`src/rtl/alut_age_sched.sv`:
```
// Address-table ageing sweeper: reads every entry, and any valid entry older than age_limit
// has its valid bit cleared, unless the add/lookup port is touching the same slot.
module alut_age_sched #(
  parameter int DW = 83,
  parameter int DD = 256
) (
  input  logic          pclk,
  input  logic          p_reset,
  input  logic          age_start,
  input  logic          age_stop,
  input  logic [31:0]   cur_time,
  input  logic [31:0]   age_limit,
  input  logic [7:0]    mem_addr_add,
  input  logic          mem_write_add,
  input  logic [DW-1:0] mem_read_data_age,
  output logic [7:0]    mem_addr_age,
  output logic          mem_write_age,
  output logic [DW-1:0] mem_write_data_age,
  output logic          age_busy,
  output logic          age_done,
  output logic [8:0]    aged_count,
  output logic [2:0]    age_state
);

  // Control semantics: age_start is a one-cycle request that is honoured only in IDLE.
  // age_stop aborts from RD/CHK/WR back to IDLE without age_done. A write already being
  // driven in WR still commits.
  typedef enum logic [2:0] {
    S_IDLE = 3'd0,
    S_RD   = 3'd1,
    S_CHK  = 3'd2,
    S_WR   = 3'd3,
    S_DONE = 3'd4
  } state_t;

  localparam logic [DW-1:0] VALID_MASK = {{(DW-1){1'b0}}, 1'b1} << 82;
  localparam logic [7:0]    LAST_IDX   = 8'(DD - 1);

  state_t        r_state;
  state_t        w_next;
  logic [7:0]    r_idx;
  logic [8:0]    r_count;
  logic          r_conflict;
  logic [DW-1:0] r_rdata;

  logic          w_add_hit;
  logic [31:0]   w_age;
  logic          w_stale;
  logic          w_last;
  logic          w_busy;
  logic          w_advance;
  logic          w_wr_commit;

  assign w_add_hit   = mem_write_add && (mem_addr_add == r_idx);
  assign w_age       = cur_time - mem_read_data_age[81:50];
  assign w_stale     = mem_read_data_age[82] && (w_age > age_limit);
  assign w_last      = (r_idx == LAST_IDX);
  assign w_busy      = (r_state == S_RD) || (r_state == S_CHK) || (r_state == S_WR);
  assign w_wr_commit = (r_state == S_WR) && !w_add_hit;

  always_comb begin
    w_next    = r_state;
    w_advance = 1'b0;
    case (r_state)
      S_IDLE: if (age_start) w_next = S_RD;
      S_RD:   w_next = S_CHK;
      S_CHK: begin
        if (w_stale && !r_conflict && !w_add_hit) w_next = S_WR;
        else                                      w_advance = 1'b1;
      end
      S_WR:   w_advance = 1'b1;
      S_DONE: w_next = S_IDLE;
      default: w_next = S_IDLE;
    endcase
    if (w_advance) w_next = w_last ? S_DONE : S_RD;
    if (age_stop && w_busy) w_next = S_IDLE;
  end

  always_ff @(posedge pclk) begin
    if (p_reset) begin
      r_state    <= S_IDLE;
      r_idx      <= 8'd0;
      r_count    <= 9'd0;
      r_conflict <= 1'b0;
      r_rdata    <= '0;
    end else begin
      r_state <= w_next;
      if (r_state == S_IDLE && age_start) begin
        r_idx   <= 8'd0;
        r_count <= 9'd0;
      end else if (w_advance && !w_last && !age_stop) begin
        r_idx <= r_idx + 8'd1;
      end
      if (w_wr_commit) r_count <= r_count + 9'd1;
      // A fresh RD starts a new slot, so any earlier add-port hit no longer applies.
      if (w_next == S_RD)
        r_conflict <= 1'b0;
      else if ((r_state == S_RD || r_state == S_CHK) && w_add_hit)
        r_conflict <= 1'b1;
      if (r_state == S_CHK) r_rdata <= mem_read_data_age;
    end
  end

  assign mem_addr_age       = r_idx;
  assign mem_write_age      = w_wr_commit;
  assign mem_write_data_age = (r_state == S_WR) ? (r_rdata & ~VALID_MASK) : '0;
  assign age_busy           = w_busy;
  assign age_done           = (r_state == S_DONE);
  assign aged_count         = r_count;
  assign age_state          = r_state;

endmodule
```
`config.mk`:
```
export PLATFORM = sky130hd
export DESIGN_NAME = alut_age_sched
export DESIGN_NICKNAME = d
export VERILOG_FILES = /design/src/rtl/alut_age_sched.sv
export SDC_FILE = /design/constraint.sdc
export NUM_CORES = 1
export LEC_CHECK = 0
export ABC_AREA = 1
export BUFFER_PORTS_ARGS = -buffer_cell sky130_fd_sc_hd__clkbuf_2
export CAP_MARGIN = 20
export CORE_MARGIN = 2
export CORE_UTILIZATION = 46
export CTS_CLUSTER_SIZE = 10
export DETAILED_ROUTE_END_ITERATION = 8
export GPL_TIMING_DRIVEN = 0
export PLACE_DENSITY = 0.78
export SYNTH_ARGS = -nofsm -noshare
export SYNTH_HDL_FRONTEND = slang
export SYNTH_SLANG_ARGS = --single-unit
```
`constraint.sdc`:
```
create_clock -name pclk -period 4.8 [get_ports pclk]
set_input_delay 0.72 -clock pclk [delete_from_list [all_inputs] [get_ports pclk]]
set_output_delay 0.72 -clock pclk [all_outputs]
set_load 0.005 [all_outputs]
```
==> results of run 1 <==
-- area by class of cell --
type / instances / area [µm²]
plain buffers: 39 / 162.7
clock buffers: 9 / 225.2
clock inverters: 7 / 91.34
fillers: 1465 / 6158
inverters: 209 / 787.0
multi-input cells: 719 / 4108
flip-flops and latches: 103 / 2062
well taps: 188 / 235.2
repair buffers: 263 / 1316
-- worst register-to-register path, cell delays in order (launching register included) --
cell and delay, ns:
dfxtp_1 0.37, inv_1 0.12, nor3_4 0.39, inv_1 0.24
buf_2 0.25, clkbuf_1 0.25, a21oi_1 0.21
-- power groups by stage --
| stage | sequential (W) | combinational [W] | clock (W) |
|---|---|---|---|
| 6_report | 0.000903 | 0.000595 | 0.000762 |
| 5_1_grt | 0.000906 | 0.000678 | 0.000817 |
| 4_1_cts | 0.000902 | 0.000595 | 0.000782 |
| 3_5_place_dp | 0.000922 | 0.000591 | 0 |
| 3_3_place_gp | 0.000921 | 0.000580 | 0 |
| 2_1_floorplan | 0.000919 | 0.000413 | 0 |
-- placed cells by master (no fill, tap or decap), drive strengths merged --
| cell | Yosys | final |
|---|---|---|
| a21boi | 3 | 3 |
| a21o | 4 | 4 |
| a21oi | 141 | 141 |
| a221oi | 6 | 6 |
| a31oi | 4 | 4 |
| and2 | 1 | 1 |
| and3 | 1 | 1 |
| buf | 5 | 5 |
| bufinv | 0 | 1 |
| clkbuf | 34 | 306 |
| clkinv | 0 | 3 |
| clkinvlp | 0 | 1 |
| conb | 1 | 1 |
| dfxtp | 103 | 103 |
| fa | 1 | 1 |
| ha | 65 | 65 |
| inv | 209 | 211 |
| nand2 | 148 | 148 |
| nand3 | 23 | 23 |
| nand3b | 1 | 1 |
| nand4 | 6 | 6 |
| nor2 | 136 | 136 |
| nor3 | 15 | 15 |
| nor4 | 1 | 1 |
| o211ai | 1 | 1 |
| o21a | 2 | 2 |
| o21ai | 106 | 106 |
| o21bai | 7 | 7 |
| o22ai | 2 | 2 |
| or2 | 2 | 2 |
| xnor2 | 12 | 12 |
| xor2 | 30 | 30 |
-- cell families after synthesis --
group	after synthesis
flops	103
compound gates	276
simple gates	334
other cells	1
buf+inv	248
fa+ha+maj	66
xor+xnor	42
-- stage by stage --
step,total power [W],hold slack [ns],instances,util
2_1_floorplan,0.001332,0.4300,1070,-
3_3_place_gp,0.001501,0.4399,1521,0.5725
3_5_place_dp,0.001513,0.4445,1521,0.5725
4_1_cts,0.002280,0.4551,1537,0.5934
5_1_grt,0.002401,0.4687,1537,0.5934
6_report,0.002260,0.4534,1537,0.5934
-- state kept, by name, summed over array words and instances, names as in the netlist --
register      cells
r_rdata          82
mem_addr_age      8
aged_count        9
age_state         3
r_conflict        1
-- path summary, 6_finish.rpt --
kind,from,endpoint,slack (ns),cells past startpoint
min reg2reg,r_rdata[21],r_rdata[21],0.45,2
max,cur_time[0],mem_addr_age[2],0.71,31
max reg2reg,age_state[1],r_rdata[3],2.90,6
min,r_rdata[21],r_rdata[21],0.45,2
-- per-layer routing --
layer  vias to the layer above  share of wire
li1                       3969              -
met1                      3328           0.46
met2                       270           0.45
met3                        21          0.082
met4                         2          0.013
met5                         -        0.00064
-- cell usage after synthesis --
library cell	count	area, µm²
nor2_1	134	503.0
o21bai_4	1	18.77
a21boi_0	1	7.510
o21ai_0	99	495.5
clkbuf_1	34	127.6
o21ai_2	1	8.760
buf_4	2	15.01
a221oi_1	2	17.52
o21ai_1	6	30.03
buf_6	1	11.26
nand2_1	144	540.5
inv_4	1	6.260
a31oi_1	4	25.02
or2_1	2	12.51
a221oi_2	4	60.06
dfxtp_1	103	2062
inv_2	4	15.01
nor2_2	2	12.51
and2_1	1	6.260
a21boi_2	2	22.52
conb_1	1	3.750
o21bai_1	6	45.04
nand2_4	1	11.26
a21o_1	4	30.03
and3_1	1	6.260
fa_1	1	20.02
nand4_1	6	37.54
inv_1	204	765.7
ha_1	65	813.3
o211ai_2	1	12.51
xnor2_1	12	105.1
o22ai_1	2	12.51
buf_2	1	5.000
buf_1	1	3.750
nand3_1	23	115.1
nor3_4	2	32.53
nor3_1	13	65.06
xor2_1	30	262.8
nand3b_1	1	7.510
o21a_1	2	15.01
a21oi_2	4	35.03
a21oi_1	137	685.7
nand2_2	3	18.77
nor4_2	1	12.51
==> flow_summary.toml, run 1 <==
[floorplan]
io_pins = 266
die_w_um = 128.4
die_area_um2 = 16490
rows = 45
start_util = 0.4701
design.core.area_um2 = 15150
dieHeight_um = 128.4

[grt]
gr-total-overflow = 0
grt_util_met3 = 0.05655
grt_pass1_vias = 6863
grt_max_degree = 20
grt.total_usage = 0.2370
use_met1 = 0.3115
antenna_found_initial = 1
busiest_layer = "met2"
grt_pass1_wl_um = 31840
grt_util_met2 = 0.4011

[placement]
dp_slack_ns = 0.3750
port_buffers = 263
gp_congestion = 0.9170
hpwl_um = 16730
dpl_cell_area_um2 = 8671

[synth]
muxShareOfSynthArea = 0
synthXorXnorAreaFrac = 0.05167
yosysSeqAreaShare = 0.2896
synthesis.nets = 1296
synth_top_family_by_area = "compound AO/OA/AOI/OAI gates"
synth_simple_gate_area_share = 0.1940
synthDistinctLibCells = 44
synth-seq-cells = 103
synth_compound_area_frac = 0.2137
syn_inst = 1070
yosys_warnings = 0
syn_area_per_cell_um2 = 6.654
synthAdderAreaFrac = 0.1170
syn_area_um2 = 7119

[pwr]
irDropWorstVdd_v = 0.0001979
p_sw_w = 0.0007124
p_per_area_nw_per_um2 = 251.4
leakage_nw = 4.435
p_int_w = 0.001547
seqPwrFrac = 0.399
p_clk_frac = 0.337
switching_share = 0.3153
comb_power_share = 0.263

[cells_and_area]
final_area_um2 = 8987
antenna_cells = 0
fin_nets = 1570
area_growth_pct = 26.24
layout-drive-gt1-share = 0.2298

[cts]
path_clk_slew_ns = 0.07
clock_path_buffers = 2
clock_sinks = 103
cts-root-buf = "clkbuf_16"
post-cts-setup-buffer-count = 0
insertion_delay_ns = 0.34
postCtsHoldBufs = 0
numCtsBuffers = 9
cts_tree = "done"
cts.repair.resized = 0
h-tree-depth = 3

[run_status]
status = "finished clean"

[flow_run]
cap_violations = 0

[sta]
grt_setup_unrepaired = "false"
finalCriticalPeriod_ns = 4.093
setup_tns_ns = 0
slew_viol_final = 0
fin_skew_ns = 0.006323
fin_ws_ns = 0.7074
fmaxAchievable_ghz = 0.2443
slew-limit-headroom = 0.5735
setup_viol = 0
min_period_over_period = 0.8526
finalHoldViolCount = 0
worstMarginPinSlew_ns = 0.6397

[critical_path]
cp_slowest_stage_delay_ns = 0.39
end_kind = "register"
startpoint_type = "primary input"
critPathRequiredTime_ns = 5.06
cpMaxStageDelayCell = "fa_1"
worstPathMaxFanout = 9
worstPathArrival_ns = 4.36
critical_path.top_delay_family = "simple AND/OR/NAND/NOR gates"
crit_top_cell = "nand2_1"
setup.worst_path.class = "primary input to register"
path_buf_inv = 6

[routing]
ant_nets = 0
wl_um = 20290
first_pass_iters = 5
drc = 0
vias_per_cell = 4.938
drt-initial-drc-count = 412
wl_per_cell_um = 13.20
vias = 7590

[worst_hold_path]
min_path_type = "register to register"
(Power assumes the default switching activity.)
==> inputs of run 2 (changes only) <==
REMOVE_ABC_BUFFERS = 1   (was not set)
==> run 2 against run 1 <==
Compared with the run above:
- sequential share of layout area is 0.28 points higher
- clock skew hardly changed
- via count is 2.2% lower
- worst setup slack better by 0.050 ns
- largest cell class unchanged
- fmax is 1.2% higher
- worst hold slack worse by 0.0015 ns
- clock power is 7.3% lower
- global-route usage is 0.35 points lower
- register-to-register slack worse by 0.94 ns
==> flow_summary.toml, run 2 (synthesis results as in run 1) <==
[run_status]
status = "finished clean"

[routing]
vias_per_cell = 4.940
drc = 0
dr_wl_met3_um = 1412
drt-initial-drc-count = 359
routed.top_layer = "met4"
wl_um = 19670
ant_nets = 0
vias = 7420
wl_met1_um = 8884
first_pass_iters = 5
wl_met2_um = 9231
wl_per_cell_um = 13.09

[cells_and_area]
area_growth_pct = 24.71
antenna_cells = 0
regMostFlops = "r_rdata"
largest_register_ffs = 82
layout_common_cells = "clkbuf_2, inv_1, nand2_1"
layout-drive-gt1-share = 0.2374
fin_nets = 1536
final_common_cell = "clkbuf_2"

[sta]
slew_viol_final = 0
grt_setup_unrepaired = "false"
finalCriticalPeriod_ns = 4.043
fin_skew_ns = 0.005895
setup_viol = 0
min_period_over_period = 0.8422
fin_ws_ns = 0.7574
finalHoldViolCount = 0
setup_tns_ns = 0
fmaxAchievable_ghz = 0.2474
worstMarginPinSlew_ns = 1.010
slew-limit-headroom = 0.3232
holdWs_ns = 0.4519

[pwr]
comb_power_share = 0.268
switching_share = 0.3223
p_clk_frac = 0.321
p_per_area_nw_per_um2 = 247.7
p_sw_w = 0.0007089
leakage_nw = 4.398
p_int_w = 0.001491
seqPwrFrac = 0.411
irDropWorstVdd_v = 0.0001514

[cts]
postCtsHoldBufs = 0
clock_path_buffers = 2
post-cts-setup-buffer-count = 0
numCtsBuffers = 9
clock_sinks = 103
insertion_delay_ns = 0.34
h-tree-depth = 3
path_clk_slew_ns = 0.07
cts.repair.resized = 0
cts-root-buf = "clkbuf_16"
cts_tree = "done"

[placement]
port_buffers = 264
gp_congestion = 0.9425
dp_slack_ns = 0.3803
hpwl_um = 15450

[floorplan]
start_util = 0.4701
io_pins = 266
dieHeight_um = 128.4
die_area_um2 = 16490
die_w_um = 128.4
design.core.area_um2 = 15150
rows = 45

[grt]
grt_pass1_vias = 6666
grt.total_usage = 0.2335
grt_max_degree = 86
gr-total-overflow = 0
grt_pass1_wl_um = 31330
antenna_found_initial = 0

[worst_hold_path]
min_path_type = "register to register"

[critical_path]
startpoint_type = "primary input"
worstPathArrival_ns = 4.31
cp_slowest_stage_delay_ns = 0.40
cpMaxStageDelayCell = "fa_1"
end_kind = "register"
crit_top_cell = "nand2_1"
worstPathMaxFanout = 9
critPathRequiredTime_ns = 5.07
setup.worst_path.class = "primary input to register"

[flow_run]
cap_violations = 0
## run 2: path summary, 6_finish.rpt
kind                startpoint               to  slack (ns)  depth (start not counted)
hold reg to reg    r_rdata[12]      r_rdata[12]        0.45                          2
hold / removal     r_rdata[12]      r_rdata[12]        0.45                          2
setup reg to reg  age_state[0]    aged_count[5]        1.96                          8
setup / recovery   cur_time[0]  mem_addr_age[4]        0.76                         31
## run 2: power groups by stage
| stage | Clock [W] | Combinational (W) | Sequential [W] |
|---|---|---|---|
| 2_1_floorplan | 0 | 0.000406 | 0.000920 |
| 3_3_place_gp | 0 | 0.000569 | 0.000921 |
| 4_1_cts | 0.000730 | 0.000592 | 0.000903 |
| 6_report | 0.000706 | 0.000590 | 0.000903 |
| 5_1_grt | 0.000760 | 0.000681 | 0.000907 |
| 3_5_place_dp | 0 | 0.000588 | 0.000923 |
## run 2: critical path, delay by kind of cell
kind / cells / cell delay [ns]
adder cells (fa/ha/maj): 3 / 0.81
AO/OA/AOI/OAI: 2 / 0.39
XOR/XNOR: 1 / 0.14
buffers and inverters: 6 / 0.45
AND/OR/NAND/NOR: 19 / 1.79
## run 2: cell type report
class	instances	area, µm²
fill	1486	6267
multi-input combinational	719	4108
clock buffer	9	225.2
clock inverter	6	55.05
timing repair buffer	268	1404
inverter	209	789.5
sequential	103	2062
tap	188	235.2
## run 2: through the flow
step,power [W],cell area (µm²),util,instances
after CTS,0.002225,8879,0.5862,1502
after global routing,0.002348,8879,0.5862,1502
after floorplan,0.001325,6957,-,1031
final,0.002199,8879,0.5862,1502
after detailed placement,0.001511,8598,0.5677,1487
after global placement,0.001491,8513,0.5621,1483
## run 2: routing by layer
metal / vias up / GRT usage
met5: - / 0
met1: 3262 / 0.3070
met2: 250 / 0.4027
met3: 10 / 0.04158
met4: 0 / 0.04913
li1: 3898 / -
